$ cat src/rtl/imm_gen_pipe_pkg.sv
// Shared codes for the IF/ID immediate generator.
// Format selects, opcodes and skid buffer state encoding.
package imm_gen_pipe_pkg;

  localparam logic [2:0] IMM_FMT_U   = 3'b000;
  localparam logic [2:0] IMM_FMT_I   = 3'b001;
  localparam logic [2:0] IMM_FMT_S   = 3'b010;
  localparam logic [2:0] IMM_FMT_B   = 3'b011;
  localparam logic [2:0] IMM_FMT_J   = 3'b100;
  localparam logic [2:0] IMM_FMT_Z   = 3'b101;
  localparam logic [2:0] IMM_FMT_ILL = 3'b111;

  localparam logic [6:0] OPC_OP_IMM = 7'b0010011;
  localparam logic [6:0] OPC_LOAD   = 7'b0000011;
  localparam logic [6:0] OPC_JALR   = 7'b1100111;
  localparam logic [6:0] OPC_STORE  = 7'b0100011;
  localparam logic [6:0] OPC_BRANCH = 7'b1100011;
  localparam logic [6:0] OPC_JAL    = 7'b1101111;
  localparam logic [6:0] OPC_LUI    = 7'b0110111;
  localparam logic [6:0] OPC_AUIPC  = 7'b0010111;
  localparam logic [6:0] OPC_SYSTEM = 7'b1110011;

  typedef enum logic [1:0] {
    SKID_EMPTY = 2'b00,
    SKID_ONE   = 2'b01,
    SKID_FULL  = 2'b10
  } skid_state_e;

endpackage

$ cat src/rtl/imm_gen_comb.sv
// Combinational format-to-immediate expander.
// Z (CSR zimm) is only legal when IMM_GEN_ZIMM_EN is defined.
module imm_gen_comb
  import imm_gen_pipe_pkg::*;
#(
  parameter int XLEN = 32
) (
  input  logic [31:0]     inst,
  input  logic [2:0]      fmt,
  output logic [XLEN-1:0] imm,
  output logic            illegal
);

  logic [31:0]      raw;
  logic [XLEN+31:0] wide;
  logic             zext;
  logic             unused;

  always_comb begin
    raw     = '0;
    illegal = 1'b0;
    zext    = 1'b0;
    unique case (fmt)
      IMM_FMT_I: raw = {{20{inst[31]}}, inst[31:20]};
      IMM_FMT_S: raw = {{20{inst[31]}}, inst[31:25],
                        inst[11:7]};
      IMM_FMT_B: raw = {{20{inst[31]}}, inst[7],
                        inst[30:25], inst[11:8], 1'b0};
      IMM_FMT_J: raw = {{12{inst[31]}}, inst[19:12],
                        inst[20], inst[30:21], 1'b0};
      IMM_FMT_U: raw = {inst[31:12], 12'b0};
`ifdef IMM_GEN_ZIMM_EN
      IMM_FMT_Z: begin
        raw  = {27'b0, inst[19:15]};
        zext = 1'b1;
      end
`endif
      default: illegal = 1'b1;
    endcase
    // every format is a 32-bit value widened to XLEN
    wide = {{XLEN{raw[31] & ~zext}}, raw};
    imm  = wide[XLEN-1:0];
  end

  assign unused = ^{inst[6:0], wide[XLEN+31:XLEN]};

endmodule

$ cat src/rtl/imm_gen_pipe.sv
// Registered immediate generator with a 2-entry skid buffer.
// Optional CSR zimm support via IMM_GEN_ZIMM_EN.
module imm_gen_pipe
  import imm_gen_pipe_pkg::*;
#(
  parameter int XLEN        = 32,
  parameter int AUTO_DECODE = 0
) (
  input  logic            clk,
  input  logic            rst_n,
  input  logic            flush,
  input  logic            in_valid,
  output logic            in_ready,
  input  logic [31:0]     inst,
  input  logic [2:0]      imm_sel,
  output logic            out_valid,
  input  logic            out_ready,
  output logic [XLEN-1:0] imm,
  output logic [2:0]      fmt,
  output logic            illegal
);

  skid_state_e     state, state_n;
  logic [2:0]      sel_fmt;
  logic [6:0]      opc;
  logic [XLEN-1:0] new_imm;
  logic            new_ill;
  logic            in_fire, out_fire;

  logic [XLEN-1:0] head_imm, tail_imm;
  logic [2:0]      head_fmt, tail_fmt;
  logic            head_ill, tail_ill;

  assign opc = inst[6:0];

  always_comb begin
    sel_fmt = imm_sel;
    if (AUTO_DECODE != 0) begin
      unique case (1'b1)
        (opc == OPC_OP_IMM) || (opc == OPC_LOAD) ||
        (opc == OPC_JALR):   sel_fmt = IMM_FMT_I;
        (opc == OPC_STORE):  sel_fmt = IMM_FMT_S;
        (opc == OPC_BRANCH): sel_fmt = IMM_FMT_B;
        (opc == OPC_JAL):    sel_fmt = IMM_FMT_J;
        (opc == OPC_LUI) ||
        (opc == OPC_AUIPC):  sel_fmt = IMM_FMT_U;
        (opc == OPC_SYSTEM): sel_fmt = IMM_FMT_Z;
        default:             sel_fmt = IMM_FMT_ILL;
      endcase
    end
  end

  imm_gen_comb #(.XLEN(XLEN)) u_comb (
    .inst    (inst),
    .fmt     (sel_fmt),
    .imm     (new_imm),
    .illegal (new_ill)
  );

  assign in_ready  = (state != SKID_FULL);
  assign out_valid = (state != SKID_EMPTY);
  assign in_fire   = in_valid & in_ready;
  assign out_fire  = out_valid & out_ready;
  assign imm       = head_imm;
  assign fmt       = head_fmt;
  assign illegal   = head_ill;

  always_ff @(posedge clk or negedge rst_n) begin
    if (!rst_n) state <= SKID_EMPTY;
    else        state <= state_n;
  end

  always_comb begin
    state_n = state;
    unique case (state)
      SKID_EMPTY: if (in_fire) state_n = SKID_ONE;
      SKID_ONE: begin
        if (in_fire && !out_fire)      state_n = SKID_FULL;
        else if (!in_fire && out_fire) state_n = SKID_EMPTY;
      end
      SKID_FULL: if (out_fire) state_n = SKID_ONE;
      default:   state_n = SKID_EMPTY;
    endcase
    if (flush) state_n = SKID_EMPTY;
  end

  // head loads fresh data when it is (or becomes) the only entry
  always_ff @(posedge clk or negedge rst_n) begin
    if (!rst_n) begin
      head_imm <= '0;
      head_fmt <= '0;
      head_ill <= 1'b0;
      tail_imm <= '0;
      tail_fmt <= '0;
      tail_ill <= 1'b0;
    end else if (!flush) begin
      if (in_fire && ((state == SKID_EMPTY) ||
          (state == SKID_ONE && out_fire))) begin
        head_imm <= new_imm;
        head_fmt <= sel_fmt;
        head_ill <= new_ill;
      end else if (state == SKID_FULL && out_fire) begin
        head_imm <= tail_imm;
        head_fmt <= tail_fmt;
        head_ill <= tail_ill;
      end
      if (in_fire && state == SKID_ONE && !out_fire) begin
        tail_imm <= new_imm;
        tail_fmt <= sel_fmt;
        tail_ill <= new_ill;
      end
    end
  end

endmodule

$ cat config.mk
export PLATFORM = sky130hd
export DESIGN_NAME = imm_gen_pipe
export DESIGN_NICKNAME = d
export VERILOG_FILES = /design/src/rtl/imm_gen_pipe_pkg.sv /design/src/rtl/imm_gen_comb.sv /design/src/rtl/imm_gen_pipe.sv
export SDC_FILE = /design/constraint.sdc
export NUM_CORES = 1
export LEC_CHECK = 0
export ABC_CLOCK_PERIOD_IN_PS = 1800
export CORE_ASPECT_RATIO = 1.2
export CORE_MARGIN = 1.5
export CORE_UTILIZATION = 30
export CTS_CLUSTER_DIAMETER = 200
export DETAILED_ROUTE_END_ITERATION = 7
export PLACE_DENSITY_LB_ADDON = 0.15
export SYNTH_ARGS = -nofsm -noshare
export SYNTH_HDL_FRONTEND = slang
export SYNTH_SLANG_ARGS = --single-unit
$ cat constraint.sdc
create_clock -name clk -period 1.8 [get_ports clk]
set_input_delay 0.27 -clock clk [delete_from_list [all_inputs] [get_ports clk]]
set_output_delay 0.27 -clock clk [all_outputs]
set_load 0.005 [all_outputs]
# After elaboration in Yosys (flattened, before gate mapping)
# Cells that the tools add are included.
# totals
ff_bits	74
latchBits	0
ram_bits	0
rom_bits	0
input_bits	40
out_inout_bits	38
wordCells	52
n_memories	0
# op_classes
n_addsub	0
multipliers	0
div_mod_pow	0
order_cmp	0
eq_ne	10
shift	0
mux	14
bitwise	3
reduce_logical	18
# ops
operator	count
$pmux W32 S5	1
$mux W32	2
$mux W2	5
$logic_and A1 B1 Y1	7
$eq A3 B2 Y1 const B	2
$mux W3	2
$ne A3 B3 Y1 const B	2
$pmux W2 S3	1
$reduce_or A5 Y1	1
$ne A4 B4 Y1 const B	1
$reduce_and A2 Y1	2
$reduce_bool A2 Y1	2
$eq A3 B1 Y1 const B	1
$eq A3 B3 Y1 const B	1
$logic_not A3 Y1	1
$mux W1	3
$reduce_and A3 Y1	1
$and A1 B1 Y1	2
$eq A2 B1 Y1 const B	1
$eq A2 B2 Y1 const B	1
$logic_not A1 Y1	2
$logic_not A2 Y1	1
$ne A2 B2 Y1 const B	1
$logic_or A1 B1 Y1	1
$not A1 Y1	1

# Logic depth before layout (Yosys ltp)
# Gate-level depths: netlist (run 1).
# logic_depth
word_depth	8
ltp_mapped	7

# Hierarchy
# A second synthesis (run 1) with hierarchy kept.
# hier_totals
cells_unflattened	379
hier_area_um2	4129.0
# modules_own_cells
mod	instances	cells_per_inst	area_per_inst_um2	seq_area_each_um2
imm_gen_pipe	1	306	3454.6	1851.8
imm_gen_comb	1	73	674.4	0.0

# Least setup slack after synthesis (run 1)
# OpenSTA, ideal clock, no wires.
# synth_path
path_type	register -> register
from	register state[1]
to	register head_fmt[2] (netlist: fmt[2])
setup_time_ns	0.125
t_arrival_ns	1.559
required_time_ns	1.675
setup_slack_ns	0.116
path_stages_with_launch	7
n_path_buf	2
synth_period_minus_slack_ns	1.684
cell_sequence	dfrtp_1 and2b_1 buf_6 nand2_4 a21oi_4 buf_12 mux2_4
# synth_via
elab_chain_cells	7
# synth_rtl
element	line_no	rtl
from (decl)	imm_gen_pipe.sv:23	skid_state_e state, state_n;
from (signal assigned)	imm_gen_pipe.sv:70	else state <= state_n;
$reduce_bool A2 Y1	imm_gen_pipe.sv:61	assign out_valid = (state != SKID_EMPTY);
$and A1 B1 Y1	imm_gen_pipe.sv:63	assign out_fire = out_valid & out_ready;
$logic_and A1 B1 Y1	imm_gen_pipe.sv:98	(state == SKID_ONE && out_fire))) begin
$logic_or A1 B1 Y1	imm_gen_pipe.sv:97	if (in_fire && ((state == SKID_EMPTY) ||
$logic_and A1 B1 Y1	imm_gen_pipe.sv:97	
$reduce_bool A2 Y1 (no source line)	-	
$reduce_and A2 Y1 (no source line)	-	
to (signal assigned)	imm_gen_pipe.sv:100	head_fmt <= sel_fmt;
to (signal assigned)	imm_gen_pipe.sv:104	head_fmt <= tail_fmt;
to (decl)	imm_gen_pipe.sv:31	logic [2:0] head_fmt, tail_fmt;
# Parallel ways exist; a longest one is shown, timed or not.
# A chain may end at the register's enable or synchronous reset.

# Worst setup path after layout (run 1)
# layout_path
from	register state[1]
to	register head_imm[30] (netlist: imm[30])
# layout_via
elab_chain_cells	7
# layout_rtl
element	line_no	rtl
$reduce_bool A2 Y1	imm_gen_pipe.sv:61	
$and A1 B1 Y1	imm_gen_pipe.sv:63	
$logic_and A1 B1 Y1	imm_gen_pipe.sv:98	
$logic_or A1 B1 Y1	imm_gen_pipe.sv:97	
$logic_and A1 B1 Y1	imm_gen_pipe.sv:97	
$reduce_bool A2 Y1 (no source line)	-	
$reduce_and A2 Y1 (no source line)	-	
to (signal assigned)	imm_gen_pipe.sv:99	head_imm <= new_imm;
to (signal assigned)	imm_gen_pipe.sv:103	head_imm <= tail_imm;
to (decl)	imm_gen_pipe.sv:30	logic [XLEN-1:0] head_imm, tail_imm;
# Parallel ways exist; a longest one is shown, timed or not.

==> tab_implementation.tex, run 1 <==
\begin{tabular}{lr}
\hline
Metric & Value \\
\hline
\multicolumn{2}{l}{\textbf{Synthesis}} \\
Ys async rst share & 100.0\% \\
Register area share after synthesis & a little under half \\
Mean cell area of the mapped netlist & between 10 and 15 µm² \\
Gate Count Post-Synth & 380 \\
Synthesized netlist net count & 420 \\
Count of warnings emitted by yosys & 0 \\
Synth Cell Area & 0.004028 mm² \\
Distinct cells, synth & 44 \\
Number of register bits inferred by synthesis & between 70 and 80 \\
Synth Flop Type & dfrtp\_1 \\
Number of synthesized flops with an enable pin & 0 \\
\multicolumn{2}{l}{\textbf{Route}} \\
Total number of vias & $\sim$3000 \\
Post-detailed-route DRC marker count & 0 \\
Average via count per standard cell & approximately 4.7 \\
Wirelength per Cell & between 15 and 20 µm \\
Post-route antenna net violation count & 0 \\
Number of iterations in the first detailed-routing pass & 4 \\
Routed wire length & about 10 mm \\
DR iter-0 viols & between 150 and 200 \\
\multicolumn{2}{l}{\textbf{Global route}} \\
Total track usage & between 15 and 20\% \\
Number of antenna violations at the first check in global routing & 0 \\
Global route total overflow & 0 \\
First-pass GRT wire length & 16.86 mm \\
Largest net degree at the start of global routing & 75 \\
Number of global-route vias before repair & $\sim$3200 \\
\multicolumn{2}{l}{\textbf{Final layout}} \\
Number of antenna cells inserted & 0 \\
Non-filler cells in the finished layout & 658 \\
Proportion of layout cells with a drive suffix above 1 & between 20\% and 30\% \\
Area growth, synth to finish & 37.12\% \\
Number of nets in the layout & approximately 530 \\
Final instance area & 0.005523 mm² \\
\multicolumn{2}{l}{\textbf{STA}} \\
Accumulated negative setup slack & 0 ps \\
Number of pins with negative max-slew slack in the final report & 0 \\
RSZ-0062 raised after global routing & false \\
Period minus WS final & 1757 ps \\
Final setup vio count & 0 \\
Clk\_skew & a little over 7 ps \\
Share of the clock period used by the worst path after layout & between 90\% and 100\% \\
Max\_slew headroom & 68.74\% \\
Max Fclk & between 500 and 600 MHz \\
Least-Margin Pin Slew & around 470 ps \\
Number of failing hold endpoints at the final stage & 0 \\
Final WS setup & $\sim$43 ps \\
\multicolumn{2}{l}{\textbf{Placed design}} \\
Final weighted congestion of routability-driven global placement & about 0.76 \\
HPWL after detailed placement & 7.141 mm \\
Placed cell areas & between 0.005 and 0.006 mm² \\
Number of buffers inserted by port buffering & 70 \\
Pre-CTS setup slack & -362.0 ps \\
Number of placed cells counting well taps & 641 \\
\multicolumn{2}{l}{\textbf{CTS}} \\
\# H-tree levels & 3 \\
Clock tree buffer depth & 2 \\
TritonCTS clock tree & built \\
Clock transition at the registers of the reported paths & approximately 50 ps \\
Number of buffers added by the clock tree synthesis step & 9 \\
Total clock sinks & 74 \\
Clk Latency, worst-skew pair & 340 ps \\
Library cell used as clock root buffer & clkbuf\_16 \\
\multicolumn{2}{l}{\textbf{Critical path}} \\
Reg-to-reg setup timing slack & roughly 43 ps \\
Series of cell instances along the critical path & nand2b\_2 -> nor2\_4 -> buf\_12 -> mux2\_2 -> mux2\_4 \\
Cell with the largest stage delay on the worst path & dfrtp\_1 \\
Worst Path Required & $\sim$2000 ps \\
Crit path max-delay family & multiplexers \\
Worst Path Class, Setup & reg2reg \\
CP Data Arrival Time & between 1500 and 2000 ps \\
Number of buffers and inverters on the critical path & 1 \\
Startpoint type of the worst setup path & flip-flop \\
Slowest cell delay on critical path & between 400 and 500 ps \\
CP Max Fanout & 16 \\
Worst setup EP type & flip-flop \\
\multicolumn{2}{l}{\textbf{Power}} \\
Max VDD drop & 0.4550 mV \\
Areal power density over the cells & roughly 1000 mW/mm² \\
Leakage power & 2.512 nW \\
Sum of internal, switching and leakage power & between 0.005 and 0.006 W \\
\multicolumn{2}{l}{\textbf{Floorplan}} \\
Die Wd & approximately 110 µm \\
Die Footprint & around 0.014 mm² \\
Initial Utilization & 30.56\% \\
Core area & 0.01318 mm² \\
Core Rows & 46 \\
IO Count & 78 \\
Chip height & about 130 µm \\
\multicolumn{2}{l}{\textbf{Run status}} \\
Status & finished, final reports clean \\
\multicolumn{2}{l}{\textbf{Worst hold path}} \\
Hold Path Class & in2reg \\
\multicolumn{2}{l}{\textbf{Job}} \\
Maxcap violations & 0 \\
\hline
\end{tabular}
==> stage by stage <==
step	hold slack [ps]	util, %
floorplan	-25.59	-
global placement	341.6	39.37
CTS	477.7	41.66
global route	262.0	41.90
detailed placement	346.1	39.37
finish	246.8	41.90
==> worst reg2reg max path: stages, from the launching register on <==
cell and delay (ps):
dfrtp_1 410, nand2b_2 250, nor2_4 180, buf_12 180
mux2_2 360, mux2_4 260
==> power breakdown <==
| group | internal (W) | leakage, nW | total (W) | switching, W |
|---|---|---|---|---|
| sequential | 0.00208 | 0.947 | 0.00230 | 0.000219 |
| combinational | 0.00105 | 1.42 | 0.00164 | 0.000596 |
| clock | 0.00113 | 0.147 | 0.00181 | 0.000677 |
==> synth_stat cells, drive strengths merged, types with 5 or more instances <==
master    n  share of area (%)
nand3b    5               0.93
dfrtp    74                 46
inv      12                1.1
nand3     6               0.75
a21boi    7                1.3
nor2     27                2.8
mux2i    12                3.0
clkbuf    5               0.47
o21ai    15                2.1
mux2     49                 15
a31oi     7                1.1
o221ai   11                2.7
nand2    70                6.7
buf      25                5.4
a21oi     8                1.3
o2bb2ai   8                1.7
nand2b   13                2.0
==> cells in the final DEF, fill, tap and decap left out, types with 4 or more instances in the layout <==
cell and instances:
o22ai_1 4, a211o_1 4, nor2_1 25, clkbuf_16 9, a21boi_0 7, o21ai_1 6
o2bb2ai_1 8, dfrtp_1 73, mux2_2 30, o21ai_0 8, a31oi_1 7, mux2_4 19
nand3b_1 5, nand2b_1 12, o221ai_1 9, clkdlybuf4s50_1 65, mux2i_1 12, buf_4 47
inv_1 12, nand2_1 69, nand3_1 6, buf_12 7, a21oi_1 7
==> area by class of cell <==
type	count	area [µm²]
fillers	1304	7657
well taps	168	210.2
repair buffers	126	1216
multi-input cells	264	1906
flip-flops and latches	74	1853
clock buffers	11	252.7
clock inverters	3	40.04
inverters	12	45.04
==> kinds of logic after synthesis <==
logic type,count (synthesis),share of synthesized area (%)
AND/OR/NAND/NOR,133,15.53
AO/OA/AOI/OAI,68,12.64
XOR/XNOR,2,0.4350
buffers and inverters,42,6.959
flip-flops,74,45.98
multiplexers,61,18.45
==> layer usage <==
metal,global-route usage [%],wire length (µm),vias up
met3,2.997,416,11
met2,24.08,4759,63
met4,5.960,161,0
met5,0,0,-
met1,21.73,4944,1485
li1,-,-,1529
==> what timing repair did <==
action,CTS,global route
hold endpoints to repair,69,0
pin swaps,0,1
gates resized for setup,1,7
setup buffers,0,2
hold buffers,1,0
setup endpoints to repair,1,32
==> worst paths after layout <==
| path | from | end | cells past startpoint |
|---|---|---|---|
| hold reg to reg | tail_imm[20] | tail_imm[20] | 2 |
| setup reg to reg | state[1] | imm[30] | 5 |
| hold / removal | out_ready | state[1] | 2 |
| min in group asynchronous | rst_n | imm[14] | 3 |
| setup / recovery | state[1] | imm[30] | 5 |
| max in group asynchronous | rst_n | state[0] | 3 |
==> flip-flops by register name, summed over array words and instances (netlist names) <==
signal and flops:
tail_fmt 3, fmt 3, state 2, illegal 1, imm 32, tail_imm 32
tail_ill 1
Note: power is estimated with default switching activity, not from simulation.
==> inputs of run 2 (changes only) <==
--- a/config.mk
+++ b/config.mk
@@ -5,7 +5,7 @@
 export SDC_FILE = /design/constraint.sdc
 export NUM_CORES = 1
 export LEC_CHECK = 0
-export ABC_CLOCK_PERIOD_IN_PS = 1800
+export ABC_CLOCK_PERIOD_IN_PS = 1950
 export CORE_ASPECT_RATIO = 1.2
 export CORE_MARGIN = 1.5
 export CORE_UTILIZATION = 30
==> constraint.sdc (replaced) <==
create_clock -name clk -period 1.95 [get_ports clk]
set_input_delay 0.2925 -clock clk [delete_from_list [all_inputs] [get_ports clk]]
set_output_delay 0.2925 -clock clk [all_outputs]
set_load 0.005 [all_outputs]
==> tab_implementation.tex, run 2 (synthesis gave the netlist of run 1 again) <==
\begin{tabular}{lr}
\hline
Metric & Value \\
\hline
\multicolumn{2}{l}{\textbf{Critical path}} \\
Cell type with the highest occurrence count on the critical path & mux2\_2 \\
CP Capture Point & imm[14] \\
Crit path max-delay family & buffers and inverters \\
Worst Path Class, Setup & in2reg \\
Number of stages on the worst setup path & 6 (+1) \\
Reg-to-reg setup timing slack & 190 ps (+150 ps) \\
Startpoint of the worst setup timing path & out\_ready \\
CP Data Arrival Time & 2050 ps (+80 ps) \\
Number of buffers and inverters on the critical path & 2 (+1) \\
Cell with the largest stage delay on the worst path & clkdlybuf4s50\_1 \\
Slowest cell delay on critical path & 570 ps (+160 ps) \\
Number of cells traversed by the worst register-to-register path & 5 (unchanged) \\
CP Max Fanout & 8 (-8) \\
Worst Path Required & 2170 ps (+160 ps) \\
Worst reg2reg path startpoint & state[1] \\
Worst r2r dst & imm[14] \\
Startpoint type of the worst setup path & input pin \\
Worst setup EP type & flip-flop \\
Series of cell instances along the critical path & clkdlybuf4s50\_1 -> and2b\_1 -> nor2\_4 -> buf\_4 -> mux2\_2 -> mux2\_2 \\
\multicolumn{2}{l}{\textbf{CTS}} \\
Library cell used as clock root buffer & clkbuf\_16 \\
Clock tree buffer depth & 2 (unchanged) \\
TritonCTS clock tree & built \\
CTS Hold Buffers Added & 0 (-1) \\
Clock transition at the registers of the reported paths & 60 ps (about the same) \\
\# H-tree levels & 3 (unchanged) \\
Number of buffers added by the clock tree synthesis step & 9 (unchanged) \\
Clk Latency, worst-skew pair & 330 ps (about the same) \\
Total clock sinks & 74 (unchanged) \\
\multicolumn{2}{l}{\textbf{Global route}} \\
Global route total overflow & 0 (unchanged) \\
Largest net degree at the start of global routing & 75 (unchanged) \\
Total track usage & 15.51\% (-0.13 points) \\
Number of global-route vias before repair & 3117 (-2.4\%) \\
First-pass GRT wire length & 16.69 mm (-0.98\%) \\
Number of antenna violations at the first check in global routing & 0 (unchanged) \\
\multicolumn{2}{l}{\textbf{Job}} \\
Maxcap violations & 0 (unchanged) \\
\multicolumn{2}{l}{\textbf{Final layout}} \\
Proportion of layout cells with a drive suffix above 1 & 26.38\% (-0.97 points) \\
Most common library cell in the layout ignoring fill and taps & dfrtp\_1 \\
Share of the core filled with cells in the final layout & 41.25\% (-0.66 points) \\
Number of antenna cells inserted & 0 (unchanged) \\
Area growth, synth to finish & 34.98\% \\
Top library cells by usage in the layout, fill and taps aside & dfrtp\_1, nand2\_1, clkdlybuf4s50\_1 \\
Number of nets in the layout & 524 (-0.57\%) \\
\multicolumn{2}{l}{\textbf{STA}} \\
Worst-case hold slack & -27.20 ps (-274.0 ps) \\
Max Fclk & $\sim$550 MHz \\
Max\_slew headroom & 70.85\% (+2.1 points) \\
Final setup vio count & 0 (unchanged) \\
Number of failing hold endpoints at the final stage & 16 (+16) \\
Final WS setup & 116.1 ps (+72.87 ps) \\
RSZ-0062 raised after global routing & false \\
Clk\_skew & 5.488 ps (-1.729 ps) \\
Period minus WS final & about 1800 ps \\
Number of pins with negative max-slew slack in the final report & 0 (unchanged) \\
Share of the clock period used by the worst path after layout & a little over nine tenths \\
Least-Margin Pin Slew & 437.3 ps (-31.16 ps) \\
\multicolumn{2}{l}{\textbf{Power}} \\
Areal power density over the cells & 944.9 mW/mm² (-9.2\%) \\
Part of the total power dissipated in sequential elements & 41.4\% (+1.4 points) \\
Internal cell power & 0.003768 W (-11\%) \\
Portion of total power attributed to the clock network & 29.5\% (-1.9 points) \\
Net Switching & 0.001369 W (-8.2\%) \\
Max VDD drop & 0.3837 mV (-16\%) \\
Switching part of the total & 26.65\% (+0.69 points) \\
Leakage power & 2.448 nW (-2.6\%) \\
Sum of internal, switching and leakage power & 0.005137 W (-11\%) \\
Part of the power in combinational logic & 29.1\% (+0.5 points) \\
\multicolumn{2}{l}{\textbf{Placed design}} \\
HPWL after detailed placement & 6.977 mm (-2.3\%) \\
Final weighted congestion of routability-driven global placement & 0.7397 (-2.1\%) \\
Pre-CTS setup slack & -215.2 ps (+146.8 ps) \\
Number of buffers inserted by port buffering & 70 (unchanged) \\
\multicolumn{2}{l}{\textbf{Floorplan}} \\
Die Footprint & 0.01413 mm² (unchanged) \\
Die Wd & 108.8 µm (unchanged) \\
Core Rows & 46 (unchanged) \\
Core area & 0.01318 mm² (unchanged) \\
IO Count & 78 (unchanged) \\
Initial Utilization & 30.56\% (unchanged) \\
Chip height & 129.9 µm (unchanged) \\
\multicolumn{2}{l}{\textbf{Route}} \\
Average via count per standard cell & 4.671 (-0.46\%) \\
Routed wire length & 10.17 mm (-1.1\%) \\
DR iter-0 viols & 181 (+7.1\%) \\
Post-route antenna net violation count & 0 (unchanged) \\
Wirelength per Cell & 15.47 µm (-0.99\%) \\
Total number of vias & 3069 (-0.62\%) \\
Post-detailed-route DRC marker count & 0 (unchanged) \\
Number of iterations in the first detailed-routing pass & 4 (unchanged) \\
\multicolumn{2}{l}{\textbf{Run status}} \\
Status & finished, violations left \\
Failing checks & hold timing \\
\multicolumn{2}{l}{\textbf{Worst hold path}} \\
Hold Path Class & in2async \\
\hline
\end{tabular}
## run 2: changes by cell type in the layout (fill, tap and decap cells not counted), sizes merged
| cell | change |
|---|---|
| dlygate4sd2 | -1 |
| clkdlybuf4s50 | +4 |
| clkbuf | +2 |
| dlymetal6s2s | -3 |
| buf | -2 |
| bufinv | -1 |
| clkinv | +1 |
| dlygate4sd3 | -1 |
## run 2: power by group through the flow
stage               Sequential [W]  Clock (W)  Combinational (W)
floorplan                  0.00213          0           0.000758
global placement           0.00214          0            0.00150
detailed placement         0.00215          0            0.00151
CTS                        0.00213    0.00157            0.00152
global route               0.00218    0.00163            0.00165
finish                     0.00213    0.00151            0.00149
## run 2: layout make-up
cell class              count  area, µm²
fillers                  1313       7744
well taps                 168      210.2
repair buffers            123       1156
inverters                  12      45.04
flip-flops and latches     74       1852
multi-input cells         264       1908
clock inverters             3      15.01
clock buffers              13      250.2
## run 2: what timing repair did
item | 4_1_cts | 5_1_grt
endpoints found under the setup margin | 0 | 1
endpoints found under the hold margin | 0 | 0
resized for setup | 0 | 1
buffers inserted | 0 | 0
## run 2: worst min path at each step
stage / startpoint / cells past startpoint / endpoint / slack [ps]
2_1_floorplan: rst_n / 0 / fmt[0] / -3
3_3_place_gp: rst_n / 2 / imm[15] / 370
3_5_place_dp: rst_n / 2 / imm[15] / 370
4_1_cts: rst_n / 2 / imm[15] / 10
5_1_grt: rst_n / 2 / imm[1] / 20
6_report: rst_n / 2 / imm[15] / -30
## run 2: stage by stage
stage / area (µm²) / setup TNS, ps / instances
6_report: 5436 / 0 / 657
5_1_grt: 5436 / 0 / 657
4_1_cts: 5429 / 0 / 657
3_5_place_dp: 5164 / -8000 / 641
3_3_place_gp: 5164 / -7875 / 641
2_1_floorplan: 4028 / 0 / 380
## run 2: per-layer routing
metal	track usage, %	up-vias	wire length, µm
li1	-	1523	-
met1	21.86	1473	5060
met2	23.42	63	4510
met3	3.197	10	449
met4	5.805	0	144
met5	0	-	0
==> inputs of run 3 (changes only) <==
--- a/config.mk
+++ b/config.mk
@@ -6,9 +6,9 @@
 export NUM_CORES = 1
 export LEC_CHECK = 0
 export ABC_CLOCK_PERIOD_IN_PS = 1950
-export CORE_ASPECT_RATIO = 1.2
+export CORE_ASPECT_RATIO = 0.8
 export CORE_MARGIN = 1.5
-export CORE_UTILIZATION = 30
+export CORE_UTILIZATION = 35
 export CTS_CLUSTER_DIAMETER = 200
 export DETAILED_ROUTE_END_ITERATION = 7
 export PLACE_DENSITY_LB_ADDON = 0.15
==> tab_implementation.tex, run 3 (synthesis gave the netlist of run 1 again) <==
\begin{tabular}{lr}
\hline
Metric & Value \\
\hline
\multicolumn{2}{l}{\textbf{Critical path}} \\
CP Data Arrival Time & 2030 ps (-20 ps) \\
CP Max Fanout & 19 (+11) \\
Worst setup EP type & flip-flop \\
Slowest cell delay on critical path & 490 ps (-80 ps) \\
Worst Path Class, Setup & in2reg \\
Worst Path Required & 2160 ps (about the same) \\
Cell with the largest stage delay on the worst path & clkdlybuf4s50\_1 \\
Startpoint type of the worst setup path & input pin \\
Number of cells traversed by the worst register-to-register path & 5 (unchanged) \\
Series of cell instances along the critical path & clkdlybuf4s50\_1 -> buf\_4 -> o21ai\_4 -> buf\_12 -> o221ai\_1 -> mux2\_2 -> mux2\_4 \\
\multicolumn{2}{l}{\textbf{Power}} \\
Portion of total power attributed to the clock network & 29.3\% (-0.2 points) \\
Part of the total power dissipated in sequential elements & 41.6\% (+0.2 points) \\
Max VDD drop & 0.6323 mV (+65\%) \\
Internal cell power & 0.003761 W (-0.17\%) \\
Net Switching & 0.001341 W (-2.0\%) \\
Sum of internal, switching and leakage power & 0.005102 W (-0.67\%) \\
Areal power density over the cells & 951.7 mW/mm² (+0.72\%) \\
Switching part of the total & 26.28\% (-0.37 points) \\
Part of the power in combinational logic & 29.1\% (about the same) \\
Leakage power & 2.399 nW (-2.0\%) \\
\multicolumn{2}{l}{\textbf{Route}} \\
Wirelength per Cell & 15.57 µm (+0.61\%) \\
Average via count per standard cell & 4.948 (+5.9\%) \\
Routed wire length & 9.667 mm (-4.9\%) \\
Number of iterations in the first detailed-routing pass & 4 (unchanged) \\
Post-detailed-route DRC marker count & 0 (unchanged) \\
Total number of vias & 3073 (+0.13\%) \\
Post-route antenna net violation count & 0 (unchanged) \\
DR iter-0 viols & 162 (-10\%) \\
\multicolumn{2}{l}{\textbf{Global route}} \\
Number of global-route vias before repair & 3161 (+1.4\%) \\
First-pass GRT wire length & 16.17 mm (-3.1\%) \\
Total track usage & 17.22\% (+1.7 points) \\
Largest net degree at the start of global routing & 75 (unchanged) \\
Number of antenna violations at the first check in global routing & 0 (unchanged) \\
Global route total overflow & 0 (unchanged) \\
\multicolumn{2}{l}{\textbf{STA}} \\
Worst-case hold slack & -20.33 ps (+6.873 ps) \\
RSZ-0062 raised after global routing & false \\
Max Fclk & 551.3 MHz (+1.1\%) \\
Max\_slew headroom & 72.56\% (+1.7 points) \\
Period minus WS final & 1814 ps (-20.04 ps) \\
Least-Margin Pin Slew & 411.6 ps (-25.68 ps) \\
Final setup vio count & 0 (unchanged) \\
Clk\_skew & 3.543 ps (-1.945 ps) \\
Accumulated negative setup slack & 0 ps (unchanged) \\
Number of pins with negative max-slew slack in the final report & 0 (unchanged) \\
Share of the clock period used by the worst path after layout & 93.02\% (-1.0 points) \\
Final WS setup & 136.2 ps (+20.04 ps) \\
Number of failing hold endpoints at the final stage & 42 (+26) \\
\multicolumn{2}{l}{\textbf{CTS}} \\
\# H-tree levels & 3 (unchanged) \\
Clock tree buffer depth & 2 (unchanged) \\
Clock transition at the registers of the reported paths & 60 ps (about the same) \\
Library cell used as clock root buffer & clkbuf\_16 \\
Number of buffers added by the clock tree synthesis step & 9 (unchanged) \\
Total clock sinks & 74 (unchanged) \\
CTS Hold Buffers Added & 0 (unchanged) \\
Clk Latency, worst-skew pair & 330 ps (about the same) \\
TritonCTS clock tree & built \\
\multicolumn{2}{l}{\textbf{Floorplan}} \\
Die Wd & 122.9 µm (+13\%) \\
Core Rows & 34 (-26\%) \\
IO Count & 78 (unchanged) \\
Die Footprint & 0.01216 mm² (-14\%) \\
Core area & 0.01102 mm² (-16\%) \\
Initial Utilization & 36.55\% (+6.0 points) \\
Chip height & 98.95 µm (-24\%) \\
\multicolumn{2}{l}{\textbf{Final layout}} \\
Area growth, synth to finish & 33.12\% \\
Non-filler cells in the finished layout & 621 (-5.5\%) \\
Top library cells by usage in the layout, fill and taps aside & dfrtp\_1, nand2\_1, clkdlybuf4s50\_1 \\
Number of antenna cells inserted & 0 (unchanged) \\
Number of nets in the layout & 512 (-2.3\%) \\
Proportion of layout cells with a drive suffix above 1 & 24.32\% (-2.1 points) \\
Most common library cell in the layout ignoring fill and taps & dfrtp\_1 \\
Share of the core filled with cells in the final layout & 48.66\% (+7.4 points) \\
\multicolumn{2}{l}{\textbf{Placed design}} \\
Number of placed cells counting well taps & 605 (-5.6\%) \\
HPWL after detailed placement & 6.918 mm (-0.84\%) \\
Pre-CTS setup slack & -214.7 ps (+0.5530 ps) \\
Final weighted congestion of routability-driven global placement & 0.7964 (+7.7\%) \\
Number of buffers inserted by port buffering & 70 (unchanged) \\
\multicolumn{2}{l}{\textbf{Run status}} \\
Failing checks & hold timing \\
Status & finished, violations left \\
\multicolumn{2}{l}{\textbf{Job}} \\
Maxcap violations & 0 (unchanged) \\
\multicolumn{2}{l}{\textbf{Worst hold path}} \\
Hold Path Class & in2async \\
\hline
\end{tabular}
==> run 3: path summary, 6_finish.rpt <==
path                              from           end  slack (ps)
max                         imm_sel[1]       imm[28]         140
min                              rst_n       imm[10]         -20
max reg2reg                   state[1]       imm[15]         200
min reg2reg                tail_imm[6]   tail_imm[6]         470
max in group asynchronous        rst_n  tail_imm[17]        1650
min in group clk           tail_imm[6]   tail_imm[6]         470
==> run 3: layout make-up <==
cell class	count	area, µm²
fillers	1002	5657
clock inverters	3	15.01
flip-flops and latches	74	1852
clock buffers	13	250.2
well taps	144	180.2
repair buffers	111	1119
multi-input cells	264	1901
inverters	12	45.04
==> run 3: what timing repair did <==
action                     in CTS  in global routing
gates resized for setup         0                  1
buffers inserted                0                  0
setup endpoints to repair       0                  1
==> run 3: power groups by stage <==
stage                     clock, W  sequential (W)  combinational [W]
after global routing       0.00161         0.00218            0.00164
after detailed placement         0         0.00215            0.00150
after global placement           0         0.00213            0.00149
after floorplan                  0         0.00213           0.000758
final                      0.00150         0.00212            0.00149
after CTS                  0.00154         0.00213            0.00151
==> run 3: per-stage QoR <==
stage / hold slack [ps] / area, µm²
floorplan: -3.091 / 4028
global placement: 346.2 / 5096
detailed placement: 348.4 / 5096
CTS: 1.093 / 5361
global route: 11.83 / 5361
finish: -20.33 / 5361
==> run 3: critical path: cells and delay by family <==
family / cells / cell delay (ps)
AOI/OAI and AO/OA: 2 / 310
buffers and inverters: 3 / 860
muxes: 2 / 540
==> run 3: layer usage <==
layer	global-route usage, %	up-vias	wire length [µm]
met4	3.846	0	72
met3	4.456	7	495
li1	-	1506	-
met5	0	-	0
met1	24.41	1482	4658
met2	26.37	78	4440
